[src/rtl/hazard_ctrl_pkg.sv]
// Shared constants for the hazard controller: forwarding select codes,
// tracking-entry slot indices and the select priority helper.
package hazard_ctrl_pkg;

    localparam logic [1:0] FWD_RF    = 2'b00;
    localparam logic [1:0] FWD_EXMEM = 2'b01;
    localparam logic [1:0] FWD_MEMWB = 2'b10;

    localparam int N_ENT      = 3;
    localparam int ENT_EX     = 0;
    localparam int ENT_MEM    = 1;
    localparam int ENT_WB     = 2;
    localparam int ENT_FLAG_W = 1;

    // Younger producer wins; WB is covered by the write-first regfile.
    function automatic logic [1:0] pick_sel(input logic ex_hit, input logic mem_hit);
        if (ex_hit) return FWD_EXMEM;
        if (mem_hit) return FWD_MEMWB;
        return FWD_RF;
    endfunction

endpackage

[src/rtl/hazard_match.sv]
// Destination-vs-source comparator for one tracking entry and one operand.
module hazard_match #(
    parameter int AW = 5
) (
    input  logic          ent_valid,
    input  logic          ent_we,
    input  logic [AW-1:0] ent_rd,
    input  logic [AW-1:0] rs,
    input  logic          rs_used,
    output logic          hit
);

    assign hit = ent_valid && ent_we && (ent_rd != '0) && (ent_rd == rs) && rs_used;

endmodule

[src/rtl/hazard_ctrl.sv]
// Hazard controller for the 5-stage core: tracks EX/MEM/WB producers and
// drives stall, flush, registered forwarding selects and a stall counter.
module hazard_ctrl
    import hazard_ctrl_pkg::*;
#(
    parameter int REG_AW = 5,
    parameter int CNT_W  = 16
) (
    input  logic              cpu_clk,
    input  logic              cpu_rst,
    input  logic              id_valid,
    input  logic [REG_AW-1:0] id_rs1,
    input  logic [REG_AW-1:0] id_rs2,
    input  logic              id_rs1_used,
    input  logic              id_rs2_used,
    input  logic [REG_AW-1:0] id_rd,
    input  logic              id_we,
    input  logic              id_is_load,
    input  logic              ex_redirect,
    input  logic              fwd_mode,
    output logic              stall_if_id,
    output logic              flush_if_id,
    output logic              flush_id_ex,
    output logic [1:0]        fwd_rs1_sel,
    output logic [1:0]        fwd_rs2_sel,
    output logic [CNT_W-1:0]  stall_count
);

    logic [N_ENT-1:0]             vld_q, vld_d;
    logic [N_ENT-1:0]             we_q, we_d;
    logic [N_ENT-1:0]             ld_q, ld_d;
    logic [N_ENT-1:0][REG_AW-1:0] rd_q, rd_d;
    logic [N_ENT-1:0]             hit1, hit2;
    logic [1:0]                   sel1_q, sel1_d, sel2_q, sel2_d;
    logic [CNT_W-1:0]             cnt_q, cnt_d;
    logic                         stall_raw, issue;
    logic                         unused_wb;

    genvar e;
    for (e = 0; e < N_ENT; e++) begin : g_ent
        hazard_match #(.AW(REG_AW)) u_rs1 (
            .ent_valid (vld_q[e]),
            .ent_we    (we_q[e]),
            .ent_rd    (rd_q[e]),
            .rs        (id_rs1),
            .rs_used   (id_rs1_used),
            .hit       (hit1[e])
        );
        hazard_match #(.AW(REG_AW)) u_rs2 (
            .ent_valid (vld_q[e]),
            .ent_we    (we_q[e]),
            .ent_rd    (rd_q[e]),
            .rs        (id_rs2),
            .rs_used   (id_rs2_used),
            .hit       (hit2[e])
        );
    end

    // WB matches resolve through the write-first regfile and need no action.
    assign unused_wb = hit1[ENT_WB] | hit2[ENT_WB] | ld_q[ENT_WB];

    always_comb begin
        stall_raw   = 1'b0;
        stall_if_id = 1'b0;
        flush_if_id = 1'b0;
        flush_id_ex = 1'b0;
        sel1_d      = FWD_RF;
        sel2_d      = FWD_RF;
        cnt_d       = cnt_q;

        if (fwd_mode)
            stall_raw = ld_q[ENT_EX] && (hit1[ENT_EX] || hit2[ENT_EX]);
        else
            stall_raw = hit1[ENT_EX] || hit2[ENT_EX] || hit1[ENT_MEM] || hit2[ENT_MEM];

        // Redirect beats stall; both are silenced while reset is held.
        stall_if_id = !cpu_rst && id_valid && !ex_redirect && stall_raw;
        flush_if_id = !cpu_rst && ex_redirect;
        flush_id_ex = !cpu_rst && ex_redirect;
        issue       = id_valid && !stall_if_id && !ex_redirect;

        vld_d = {vld_q[ENT_MEM], vld_q[ENT_EX], issue};
        we_d  = {we_q[ENT_MEM],  we_q[ENT_EX],  issue && id_we};
        ld_d  = {ld_q[ENT_MEM],  ld_q[ENT_EX],  issue && id_is_load};
        rd_d  = {rd_q[ENT_MEM],  rd_q[ENT_EX],  id_rd};

        if (fwd_mode && !stall_if_id && !ex_redirect) begin
            sel1_d = pick_sel(hit1[ENT_EX], hit1[ENT_MEM]);
            sel2_d = pick_sel(hit2[ENT_EX], hit2[ENT_MEM]);
        end

        if (stall_if_id && cnt_q != '1)
            cnt_d = cnt_q + CNT_W'(1);
    end

    always_ff @(posedge cpu_clk) begin
        if (cpu_rst) begin
            vld_q  <= '0;
            we_q   <= '0;
            ld_q   <= '0;
            rd_q   <= '0;
            sel1_q <= FWD_RF;
            sel2_q <= FWD_RF;
            cnt_q  <= '0;
        end else begin
            vld_q  <= vld_d;
            we_q   <= we_d;
            ld_q   <= ld_d;
            rd_q   <= rd_d;
            sel1_q <= sel1_d;
            sel2_q <= sel2_d;
            cnt_q  <= cnt_d;
        end
    end

    assign fwd_rs1_sel = sel1_q;
    assign fwd_rs2_sel = sel2_q;
    assign stall_count = cnt_q;

endmodule

[config.mk]
export PLATFORM = sky130hd
export DESIGN_NAME = hazard_ctrl
export DESIGN_NICKNAME = d
export VERILOG_FILES = /design/src/rtl/hazard_ctrl_pkg.sv /design/src/rtl/hazard_match.sv /design/src/rtl/hazard_ctrl.sv
export SDC_FILE = /design/constraint.sdc
export NUM_CORES = 1
export LEC_CHECK = 0
export CAP_MARGIN = 15
export CORE_MARGIN = 4
export CORE_UTILIZATION = 43
export DETAILED_ROUTE_END_ITERATION = 7
export HOLD_SLACK_MARGIN = 0.15
export PLACE_DENSITY = 0.73
export SYNTH_ARGS = -nofsm -noshare
export SYNTH_HDL_FRONTEND = slang
export SYNTH_HIERARCHICAL = 1
export SYNTH_SLANG_ARGS = --single-unit
[constraint.sdc]
create_clock -name cpu_clk -period 2.3 [get_ports cpu_clk]
set_input_delay 0.23 -clock cpu_clk [delete_from_list [all_inputs] [get_ports cpu_clk]]
set_output_delay 0.23 -clock cpu_clk [all_outputs]
set_load 0.005 [all_outputs]
---- Yosys cells after proc, flatten, opt, wreduce, memory -nomap -nowiden ----
Index checks and enable logic that the tools add are counted.
word-level totals
  output and inout bits ................... 23
  register bits after elaboration ......... 35
  bits of input ports ..................... 24
  logic and storage cells ................. 67
operators by class
  reductions and logical operators ........ 33
  equality and inequality tests ........... 5
  mux-type cells .......................... 19
  bitwise operators ....................... 1
  add/subtract/negate cells ............... 1
operators with widths
  cell                   number
  $logic_and 1x1->1      24
  $eq 5x5->1             4
  $add 16x1->16 const B  1
  $mux 2                 8
  $ne 16x16->1 const B   1
  $mux 1                 11
  $reduce_bool 5->1      2
  $logic_not 1->1        3
  $logic_or 1x1->1       3
  $reduce_or 2->1        1
  $not 1->1              1

---- Logic depth before layout (Yosys ltp) ----
  depth after elaboration ................. 17
  gate-level depth with buffers ........... 11
  depth with buffers taken out ............ 8

---- Hierarchy ----
The synthesis kept the hierarchy.
modules (own cells, without submodules)
  module        cells an instance  times used  sequential area each (um^2)  area an instance (um^2)
  hazard_ctrl   144                1           700.7                        1420.1
  hazard_match  11                 4           0.0                          73.8

---- Worst setup path after synthesis ----
OpenSTA, ideal clock, no wires.
  path kind ............................... reg-to-reg
  from .................................... register rd_q (netlist bit rd_d[13])
  to ...................................... register cnt_q[14], in the netlist stall_count[14]
  setup time .............................. 0.116 ns
  data required time ...................... 2.184 ns
  setup slack ............................. 0.044 ns
  path buffers ............................ 3
  cell stages (with the launch flop) ...... 11
  arrival time ............................ 2.139 ns
  clock period less this slack ............ 2.256 ns
  cell sequence ........................... dfxtp_1 > or4_1 > a21oi_1 > nor3_1 > nor4_1 > a211o_1 > buf_6 > buf_6 > buf_2 > nor2_1 > o211a_1
between the ends
  longest elaborated chain between the ends .. 9
  elaborated cells on any way between the ends .. 13
  classes of those cells .................. 2 x eq/ne; 1 x mux; 10 x reduce/logical
RTL lines
  what                              RTL line            RTL
  start, declared                   hazard_ctrl.sv:32   logic [N_ENT-1:0][REG_AW-1:0] rd_q, rd_d;
  start signal, assigned            hazard_ctrl.sv:109  rd_q <= rd_d;
  $reduce_bool 5->1                 hazard_match.sv:13  assign hit = ent_valid && ent_we && (ent_rd != '0) && (ent_rd == rs) && rs_used;
  $logic_and 1x1->1                 hazard_match.sv:13
  $logic_and 1x1->1 * (2 in a row)  hazard_match.sv:13
  via hit1[1]                       hazard_ctrl.sv:33   logic [N_ENT-1:0] hit1, hit2;
  $logic_or 1x1->1 * (2 in a row)   hazard_ctrl.sv:74   stall_raw = hit1[ENT_EX] || hit2[ENT_EX] || hit1[ENT_MEM] || hit2[ENT_MEM];
  $mux 1 *                          hazard_ctrl.sv:71   if (fwd_mode)
  $logic_and 1x1->1 *               hazard_ctrl.sv:77   stall_if_id = !cpu_rst && id_valid && !ex_redirect && stall_raw;
  $logic_and 1x1->1 *               hazard_ctrl.sv:92   if (stall_if_id && cnt_q != '1)
  end signal, assigned              hazard_ctrl.sv:112  cnt_q <= cnt_d;
  end, declared                     hazard_ctrl.sv:35   logic [CNT_W-1:0] cnt_q, cnt_d;
Mark *: on every way through the listed nets, which the timed path passes. The rest lies on a longest branch.
A chain may end at the register's enable or synchronous reset.

---- Final worst setup path ----
  from .................................... register rd_q (netlist bit rd_d[12])
  to ...................................... register cnt_q[8], in the netlist stall_count[8]
Same word-level chain as after synthesis.

==> results.cfg <==
[routing]
ant_nets = 0
first_pass_iters = 4
drt-total-wl_um = 4807
route.detailed.drc = 0
avgRoutedWirePerCell_um = 15.81
routed_via_density = 5.438
drt_iter0_drc = 69
vias = 1653

[clock_tree]
cts_tree = done
cts-root-buf = clkbuf_8
clk_pin_slew_worst_paths_ps = 70
insertion_delay_ps = 280
clock-sinks = 35
htreeDepth = 2
clk_path_buf_depth = 2
cts_buffers = 5

[floorplanning]
row_count = 22
ios = 47
initial_core_util_pct = 45.49
coreArea_mm2 = 0.003771
dieArea_mm2 = 0.005064
die_w_um = 71.16
die_h_um = 71.16

[run_status]
outcome = finished, violations left
violations = setup timing

[synth]
synth_nets = 213
synthDistinctLibCells = 34
synth_edf_count = 0
synth_ff_type = dfxtp_1
ys_async_sr_fraction_pct = 0
seq_area_frac_synth_pct = 40.85
synth_area_per_cell_um2 = 9.124
synthesis.area_mm2 = 0.001715
ys_seq_elements = 35
syn_inst = 188
yosysWarnings = 6

[timing]
min_period_over_period_pct = 106.1
slew_headroom_pct = 54.25
slew_viol_final = 0
fin_ws_ps = -140.8
hold_violations = 0
rsz0062_at_grt = true
final-setup-viol-count = 17
fin_crit_ps = 2441
fmax_mhz = 409.7
finalClockSkew_ps = 4.354
worst_slew_pin_slew_ps = 686.3

[final_layout]
diodes = 0
synthToLayoutAreaGrowth_pct = 64.04
final_common_cell = clkdlybuf4s50_1
final_cell_mix = clkdlybuf4s50_1 (35), dfxtp_1 (28), nor2b_1 (19), buf_4 (19), nor2_1 (10)
final_util_pct = 74.62
design_area_mm2 = 0.002814
n_fill_cell = 281
nNetsFinal = 280
drive_gt1_share_pct = 31.25

[global_routing]
grt_antenna_before_repair = 0
grt_max_degree = 31
overflow = 0
grt_pass1_wl_um = 7314
grt_pass1_vias = 1625
grt_usage_pct = 17.61

[worst_setup_path]
path_buf_inv = 3
critical_path.cell_chain = buf_4 -> xnor2_2 -> nand4_1 -> nor3_4 -> nor4_4 -> a211o_1 -> buf_6 -> clkbuf_16 -> or4_1 -> a21oi_1
cp_max_fo = 7
start_kind = flop
slowest_delay_ps = 510
endpoint_kind = flop
crit_family = simple AND/OR/NAND/NOR gates
worstPathRequired_ps = 2520
crit_slowest_cell = or4_1
cp.arrival_ps = 2660
critPathKind = reg -> reg

[power_and_ir_drop]
vdd_drop_max_mv = 0.3821
seqPwrFrac_pct = 51.7
power_frac_comb_pct = 13.2
power.leakage_nw = 1.065
switching_share_pct = 24.43
p_sw_uw = 297.7
clockPowerShare_pct = 35.1
internal-power_uw = 921.1
p_per_area_mw_per_mm2 = 433.1

[job]
drv_cap = 0

[placement]
gp_congestion = 0.7691
hpwl_um = 2918
io_buffers = 46
dp_slack_ps = -673.0
place_area_mm2 = 0.002336

[hold_path]
hold_class = in -> reg
## state kept, by name, summed over array words and instances (netlist names)
register,cells
stall_count,16
rd_d,10
fwd_rs1_sel,2
fwd_rs2_sel,2
vld_q,2
we_q,2
ld_q,1
## power by group through the flow
stage	Combinational (mW)	Clock [mW]	Sequential, mW
after floorplan	0.0547	0	0.638
after global placement	0.125	0	0.641
after detailed placement	0.128	0	0.641
after CTS	0.135	0.441	0.627
after global routing	0.172	0.467	0.631
final	0.160	0.428	0.631
## final timing paths
kind / start / slack (ps) / cells past startpoint / endpoint
setup / recovery: rd_d[12] / -140 / 10 / stall_count[8]
hold / removal: id_rs1[3] / 480 / 5 / fwd_rs1_sel[0]
hold reg to reg: we_q[0] / 490 / 1 / we_q[1]
setup reg to reg: rd_d[12] / -140 / 10 / stall_count[8]
## tightest hold or removal path: stages
cell	delay, ps
dlymetal6s2s_1	140
xnor2_2	80
nand3_2	80
nor3_4	60
and2_1	130
## Yosys cell counts, drive strengths merged, types with 2 or more instances
cell / instances / area share (%)
a21oi: 8 / 2.3
nor4: 7 / 2.6
nand3: 9 / 2.6
o41ai: 4 / 2.0
nand4: 7 / 2.6
nor3: 4 / 1.2
clkbuf: 4 / 0.88
or4: 6 / 2.6
mux2: 6 / 3.9
nand2: 7 / 1.5
nor2b: 19 / 6.9
nor3b: 2 / 0.88
inv: 3 / 0.66
and3: 3 / 1.1
and2: 8 / 2.9
o311ai: 5 / 2.6
xnor2: 16 / 8.2
nor2: 13 / 2.8
o21ai: 3 / 0.88
buf: 5 / 2.3
and4: 4 / 2.0
dfxtp: 35 / 41
## logic make-up after synthesis
family	count (synthesis)	synth area share, %
xor+xnor	16	8.169
flops	35	40.85
mux	7	4.522
compound gates	23	9.336
buf+inv	12	3.866
fa+ha+maj	1	0.7293
simple gates	94	32.53
## through the flow
stage	TNS [ps]	cells	power [mW]	hold slack (ps)
after detailed placement	-10520	292	0.7685	476.4
after CTS	-1743	302	1.203	486.1
after global routing	-3152	304	1.270	500.0
final	-1242	304	1.219	480.6
after global placement	-9858	292	0.7662	479.7
after floorplan	0	188	0.6930	351.7
## layout make-up
| cell class | count | area [um^2] | share of cell area (%) |
|---|---|---|---|
| clock inverters | 2 | 12.51 | 0.4446 |
| flip-flops and latches | 35 | 714.4 | 25.39 |
| clock buffers | 6 | 72.57 | 2.579 |
| multi-input cells | 141 | 1267 | 45.04 |
| inverters | 3 | 11.26 | 0.4002 |
| repair buffers | 69 | 675.6 | 24.01 |
| well taps | 48 | 60.06 | 2.134 |
## repair_timing
action                     in CTS  in global routing
setup endpoints to repair      17                 19
hold buffers                    0                  0
resized for setup              39                 49
setup buffers                   2                  1
pin swaps                      11                 29
cloned                          0                  1
## routing by layer
layer,vias up,GRT usage (%),part of all wire [%]
li1,822,-,-
met1,784,22.84,42
met2,40,28.67,52
met3,7,4.972,3.9
met4,0,4.593,1.3
met5,-,0,0
Note: power is estimated with default switching activity, not from simulation.
